[src/rtl/issue_port_scheduler.sv]
// rtl/issue_port_scheduler.sv - two-FU issue scheduler driving the issue queue pick-port readies
module issue_port_scheduler #(
    parameter int DATA_W = 8,
    parameter int LAT_W  = 2,
    parameter int CNT_W  = 16
) (
    input  logic              sys_clk,
    input  logic              sys_rst_n,
    input  logic              sched_en,
    input  logic              iq_out0_valid,
    input  logic [DATA_W-1:0] iq_out0_data,
    output logic              iq_out0_ready,
    input  logic              iq_out1_valid,
    input  logic [DATA_W-1:0] iq_out1_data,
    output logic              iq_out1_ready,
    output logic              fu0_issue_valid,
    output logic [DATA_W-1:0] fu0_issue_data,
    output logic              fu1_issue_valid,
    output logic [DATA_W-1:0] fu1_issue_data,
    output logic [1:0]        fu_done,
    output logic [1:0]        fu_busy,
    output logic [CNT_W-1:0]  issue_count,
    output logic              idle
);

    localparam logic [LAT_W:0] ONE = (LAT_W+1)'(1);

    logic [LAT_W:0]      cnt0_q, cnt0_d, cnt1_q, cnt1_d;
    logic                rr_q, rr_d;
    logic [CNT_W-1:0]    count_q, count_d;
    logic                v0_q, v1_q;
    logic [DATA_W-1:0]   d0_q, d1_q;

    logic                free0, free1, both_free;
    logic                iss0_v, iss1_v;
    logic [DATA_W-1:0]   iss0_d, iss1_d;

    function automatic logic [LAT_W:0] op_lat(input logic [DATA_W-1:0] d);
        return {1'b0, d[DATA_W-1 -: LAT_W]} + ONE;
    endfunction

    // An FU in its last busy cycle is already free so it can take a back-to-back op
    assign free0     = (cnt0_q == '0) || (cnt0_q == ONE);
    assign free1     = (cnt1_q == '0) || (cnt1_q == ONE);
    assign both_free = free0 & free1;

    assign iq_out0_ready = sched_en & iq_out0_valid & (free0 | free1);
    assign iq_out1_ready = iq_out0_ready & iq_out1_valid & both_free;

    always_comb begin
        iss0_v = 1'b0;
        iss1_v = 1'b0;
        iss0_d = iq_out0_data;
        iss1_d = iq_out0_data;
        if (iq_out0_ready) begin
            if (both_free) begin
                if (!rr_q) begin
                    iss0_v = 1'b1;
                    iss1_v = iq_out1_ready;
                    iss1_d = iq_out1_data;
                end else begin
                    iss1_v = 1'b1;
                    iss0_v = iq_out1_ready;
                    iss0_d = iq_out1_data;
                end
            end else if (free0) begin
                iss0_v = 1'b1;
            end else begin
                iss1_v = 1'b1;
            end
        end
    end

    always_comb begin
        cnt0_d = cnt0_q;
        cnt1_d = cnt1_q;
        if (iss0_v)              cnt0_d = op_lat(iss0_d);
        else if (cnt0_q != '0)   cnt0_d = cnt0_q - ONE;
        if (iss1_v)              cnt1_d = op_lat(iss1_d);
        else if (cnt1_q != '0)   cnt1_d = cnt1_q - ONE;
        rr_d    = rr_q ^ (both_free & iq_out0_ready);
        count_d = count_q + CNT_W'(iq_out0_ready) + CNT_W'(iq_out1_ready);
    end

    always_ff @(posedge sys_clk or negedge sys_rst_n) begin
        if (!sys_rst_n) begin
            cnt0_q  <= '0;
            cnt1_q  <= '0;
            rr_q    <= 1'b0;
            count_q <= '0;
            v0_q    <= 1'b0;
            v1_q    <= 1'b0;
            d0_q    <= '0;
            d1_q    <= '0;
        end else begin
            cnt0_q  <= cnt0_d;
            cnt1_q  <= cnt1_d;
            rr_q    <= rr_d;
            count_q <= count_d;
            v0_q    <= iss0_v;
            v1_q    <= iss1_v;
            if (iss0_v) d0_q <= iss0_d;
            if (iss1_v) d1_q <= iss1_d;
        end
    end

    assign fu0_issue_valid = v0_q;
    assign fu0_issue_data  = d0_q;
    assign fu1_issue_valid = v1_q;
    assign fu1_issue_data  = d1_q;
    assign fu_busy         = {cnt1_q != '0, cnt0_q != '0};
    assign fu_done         = {cnt1_q == ONE, cnt0_q == ONE};
    assign issue_count     = count_q;
    assign idle            = (cnt0_q == '0) && (cnt1_q == '0) && !iq_out0_valid && !iq_out1_valid;

endmodule

[config.mk]
export PLATFORM = sky130hd
export DESIGN_NAME = issue_port_scheduler
export DESIGN_NICKNAME = d
export VERILOG_FILES = /design/src/rtl/issue_port_scheduler.sv
export SDC_FILE = /design/constraint.sdc
export NUM_CORES = 1
export LEC_CHECK = 0
export ABC_AREA = 1
export CAP_MARGIN = 20
export CORE_MARGIN = 4
export CORE_UTILIZATION = 52
export CTS_CLUSTER_DIAMETER = 30
export CTS_CLUSTER_SIZE = 25
export DETAILED_ROUTE_END_ITERATION = 10
export PLACE_DENSITY = 0.85
export SYNTH_ARGS = -nofsm -noshare
export SYNTH_HDL_FRONTEND = slang
export SYNTH_SLANG_ARGS = --single-unit
[constraint.sdc]
create_clock -name sys_clk -period 3.75 [get_ports sys_clk]
set_input_delay 0.75 -clock sys_clk [delete_from_list [all_inputs] [get_ports sys_clk]]
set_output_delay 0.75 -clock sys_clk [all_outputs]
set_load 0.02 [all_outputs]
-- After elaboration in Yosys (flattened, before gate mapping)
Index checks and enable logic that the tools add are counted.
W data, S select, Z words.
- flip-flop bits (word level): 41
- bits in latches: 0
- bits in writable memories: 0
- ROM bits: 0
- bits of input ports: 21
- output and inout port bits: 41
- word-level logic and storage cells: 55
- memories: 0
- add/subtract/negate cells: 6
- multipliers: 0
- divide/modulo/power cells: 0
- order comparisons: 0
- eq/ne operators: 2
- shift operators: 0
- mux-type cells: 18
- bitwise logic cells: 8
- reduce and logical (&&, ||, !) cells: 13
- operators with widths (cell ; count):
    $mux W8 ; 6
    $add A16 B1 Y16 ; 2
    $mux W3 ; 4
    $mux W1 ; 8
    $add A2 B1 Y3 const B ; 2
    $and A1 B1 Y1 ; 6
    $eq A3 B1 Y1 const B ; 2
    $logic_not A3 Y1 ; 2
    $reduce_bool A3 Y1 ; 2
    $sub A3 B1 Y3 const B ; 2
    $reduce_bool A2 Y1 ; 2
    $logic_and A1 B1 Y1 ; 3
    $logic_not A1 Y1 ; 2
    $logic_or A1 B1 Y1 ; 2
    $or A1 B1 Y1 ; 1
    $xor A1 B1 Y1 ; 1

-- Longest topological paths before layout
- depth in word-level cells: 10
- mapped depth: 14
- gate-level depth less buffers: 14

-- Worst setup path before layout
No wires, ideal clock.
- kind: in2reg
- start: input port iq_out0_valid
- end: register count_q[12], in the netlist issue_count[12]
- setup time: 129 ps
- data arrival time: 2581 ps
- data required time: 3621 ps
- setup slack: 1039 ps
- stages on the path: 7
- buffers on the path: 0
- cell sequence: nand2_1 o21ai_0 fa_1 ha_1 nand3_1 or3_1 xnor2_1
- word-level cells in the longest chain between the ends: 5
- elaborated cells on any way between the ends: 6
- those cells by class: 2 x add/sub; 4 x bitwise
- RTL lines (item ; RTL line ; text):
    start: declaration ; 10 ; input logic iq_out0_valid,
    $and A1 B1 Y1 * (2 in series) ; 47 ; assign iq_out0_ready = sched_en & iq_out0_valid & (free0 | free1);
    net iq_out0_ready ; 12 ; output logic iq_out0_ready,
    parallel branches: the longest is 2 deep, another holds $add A16 B1 Y16 ; - ;
    $add A16 B1 Y16 * ; 82 ; count_d = count_q + CNT_W'(iq_out0_ready) + CNT_W'(iq_out1_ready);
    net count_d[12] ; 30 ; logic [CNT_W-1:0] count_q, count_d;
    end signal: assignment ; 99 ; count_q <= count_d;
    end: declaration ; 30 ;
Mark *: on every way through the listed nets, which the timed path passes.
A chain may end at the register's enable or synchronous reset.

-- Worst setup path after layout
- start: input port iq_out0_valid
- end: output port iq_out0_ready
- word-level cells in the longest chain between the ends: 2
- RTL lines (item ; RTL line):
    $and A1 B1 Y1 (2 in series) ; 47
    end: declaration ; 12
No other way between the ends.

==> Flow_metrics.wiki <==
{| class="wikitable"
! Metric !! Value
|-
| Status || finished, final reports clean
|-
| Via density per instance || just over 5
|-
| Actual slew at the worst max-slew pin || a little over 0.9 ns
|-
| Synth Register Bits || 41
|-
| Unrepaired setup endpoints after global routing || false
|-
| Antenna violations before repair || 0
|-
| Syn-to-layout area delta || 31.6%
|-
| CTS Buf Count || 5
|-
| Number of standard cells in the layout, taps in and fillers out || 380
|-
| CTS hold repair buffers || 0
|-
| Leading cell types in the layout, fill and taps excluded || 93 x nand2_1, 60 x clkdlybuf4s50_1, 41 x dfrtp_1
|-
| GR Overflow Total || 0
|-
| Tmin final || roughly 3.2 ns
|-
| Total of fill cells in the finished design || approximately 350
|-
| Final Max Slew Viols || 0
|-
| Core area || ~4100 µm²
|-
| Worst slack on hold paths || a little under 0.5 ns
|-
| TritonCTS Sinks || between 40 and 50
|-
| Part of the Yosys area used for sequential elements || 0.449
|-
| # DRC || 0
|-
| Crit-path slowest cell || clkdlybuf4s50_1
|-
| Total track usage || 0.203
|-
| Skew final || approximately 0.010 ns
|-
| Power density cells || 712 nW/µm²
|-
| Hold violation count in the final report || 0
|-
| Worst-path clk slew || 0.07 ns
|-
| CP max stage delay || just under 0.7 ns
|-
| Register Area || 1030 µm²
|-
| Cell area after synthesis || 2290 µm²
|-
| Quantity of gates resized following cts || 0
|-
| Clock buffer depth || 2
|-
| Nets || 360
|-
| Category of the worst setup path capture point || output pin
|-
| Number of warnings issued by yosys || 0
|-
| Mapped Nets || between 200 and 300
|-
| Synth top area cells || dfrtp_1 45%, nand2_1 15%, inv_1 5.1%
|-
| TritonCTS clock tree || done
|-
| Largest net degree at the start of global routing || 42
|-
| Placed wire-length estimate || about 3800 µm
|-
| Post-CTS setup-driven buffer insertion count || 0
|-
| Ratio of final minimum period to clock period || 0.857
|-
| Most common cell after layout, fill and taps aside || nand2_1
|-
| Gpl congestion || ~0.9
|-
| Via count of the first global-routing pass || 1,869
|-
| Cell count after synthesis || about 270
|-
| Crit path buf inv count || 3
|-
| Cell row count || 23
|-
| Crit Path Max Fanout || 6
|-
| Max IR drop VDD || roughly 0.6 mV
|-
| Largest delay share family, worst path || buffers and inverters
|-
| Floorplan die area || 5520 µm²
|-
| Number of cells in the design after placement || 372
|-
| Total iterations of the first detailed-routing run || 8
|-
| Top Ports || 62
|-
| Distinct cells, synth || 29
|-
| Starting Density || 0.555
|-
| Final setup violation count || 0
|-
| Combined area of the multi-input logic cells || roughly 1100 µm²
|-
| Worst-skew pair later-pin latency || 0.29 ns
|-
| Launching element type of the critical path || primary input
|-
| Proportion of layout cells with a drive suffix above 1 || 0.121
|-
| Number of antenna diodes || 0
|-
| Clock tree root driver cell || clkbuf_8
|-
| Avg Inst Size Synth || about 8.6 µm²
|-
| Overall die width || around 74 µm
|-
| Peak Freq || between 300 and 400 MHz
|-
| Worst Path Required || approximately 3.0 ns
|-
| Vias after detailed routing || ~1,900
|-
| Average detailed-routed wire length per instance || about 13 µm
|-
| Crit path arrival time || ~2.5 ns
|-
| Wire length of the first global-routing pass || 8490 µm
|-
| Leakage power of the design || roughly 0.0016 µW
|-
| Die Y-Extent || 74.3 µm
|-
| Post-route antenna net violation count || 0
|-
| Area share of the largest cell type after synthesis || 0.449
|-
| Slew headroom || 0.392
|-
| Level count of the clock H-tree || 2
|-
| Number of violations of the max-capacitance limit || 0
|-
| Setup Total Neg Slack || 0 ns
|-
| # port buffers || 61
|-
| Total Routed Length || approximately 5100 µm
|-
| Crit path cell chain || clkdlybuf4s50_1 -> nand2_1 -> inv_2 -> nand2_1 -> o21ai_0 -> clkdlybuf4s50_1
|-
| Dominant cell type by area after synthesis || dfrtp_1
|-
| First DRT Iteration DRCs || 95
|-
| Startpoint-to-endpoint class of the critical path || in2out
|-
| Worst hold-check path type || reg2reg
|}
[flip-flops by register name (all words and copies together) (netlist names)]
name / flops
issue_count: 16
fu0_issue_data: 8
fu1_issue_data: 8
cnt0_q: 3
cnt1_q: 3
fu0_issue_valid: 1
fu1_issue_valid: 1
rr_q: 1
[cell usage after synthesis, drive strengths merged]
cell,instances
nor2,10
nor3,5
or3,1
fa,1
dfrtp,41
nand3,8
inv,35
nand2,103
buf,5
ha,9
a31oi,1
nand4,6
o21ai,23
nor4,1
xor2,12
xnor2,5
[through the flow]
stage | setup slack, ns | power [µW] | cell area, µm² | util
global route | 0.459 | 2290 | 3010 | 0.731
finish | 0.536 | 2140 | 3010 | 0.731
floorplan | 1.04 | 1420 | 2290 | -
detailed placement | 0.538 | 1840 | 2910 | 0.707
CTS | 0.536 | 2160 | 3010 | 0.731
global placement | 0.603 | 1800 | 2910 | 0.707
[worst min-delay path, cell delays in order, from the launching register on]
cell and delay (ns):
dfrtp_1 0.34, nand2_1 0.06, nand2_1 0.05
[metal layers]
metal / global-route usage / part of all wire / up-vias
met5: 0 / 0 / -
met4: 0.0711 / 0.015 / 0
met3: 0.0365 / 0.043 / 7
met2: 0.361 / 0.53 / 49
met1: 0.247 / 0.41 / 910
li1: - / - / 949
[area by class of cell]
class	instances	area share
inverters	35	0.0445
well taps	50	0.0208
flip-flops and latches	41	0.341
clock inverters	1	0.00166
multi-input cells	185	0.359
repair buffers	61	0.201
clock buffers	7	0.0320
[where the power goes]
part           leakage [µW]  total [µW]  switching [µW]  internal (µW)
sequential         0.000506         725             124            602
combinational       0.00101        1100             623            479
clock             0.0000542         315             148            166
total               0.00157        2140             895           1250
[final timing paths]
path                                   start                 to  slack, ns  cells past startpoint
hold / removal             fu1_issue_data[3]  fu1_issue_data[3]       0.48                      2
min in group asynchronous          sys_rst_n  fu1_issue_data[3]       0.59                      1
setup / recovery               iq_out0_valid      iq_out0_ready       0.54                      6
max in group asynchronous          sys_rst_n     issue_count[7]       2.59                      1
setup reg to reg                   cnt0_q[0]    issue_count[14]       1.23                     10
hold reg to reg            fu1_issue_data[3]  fu1_issue_data[3]       0.48                      2
[cells by family (layout without fill, tap and decap cells)]
logic type,Yosys count,in the layout,synth area share
buffers and inverters,40,104,0.0788
DFF,41,41,0.449
AOI/OAI and AO/OA,24,24,0.0722
adders and majority gates,10,10,0.0580
xor gates and xnor gates,17,17,0.0651
and+or+nand+nor,134,134,0.277
Note: power is estimated with default switching activity, not from simulation.
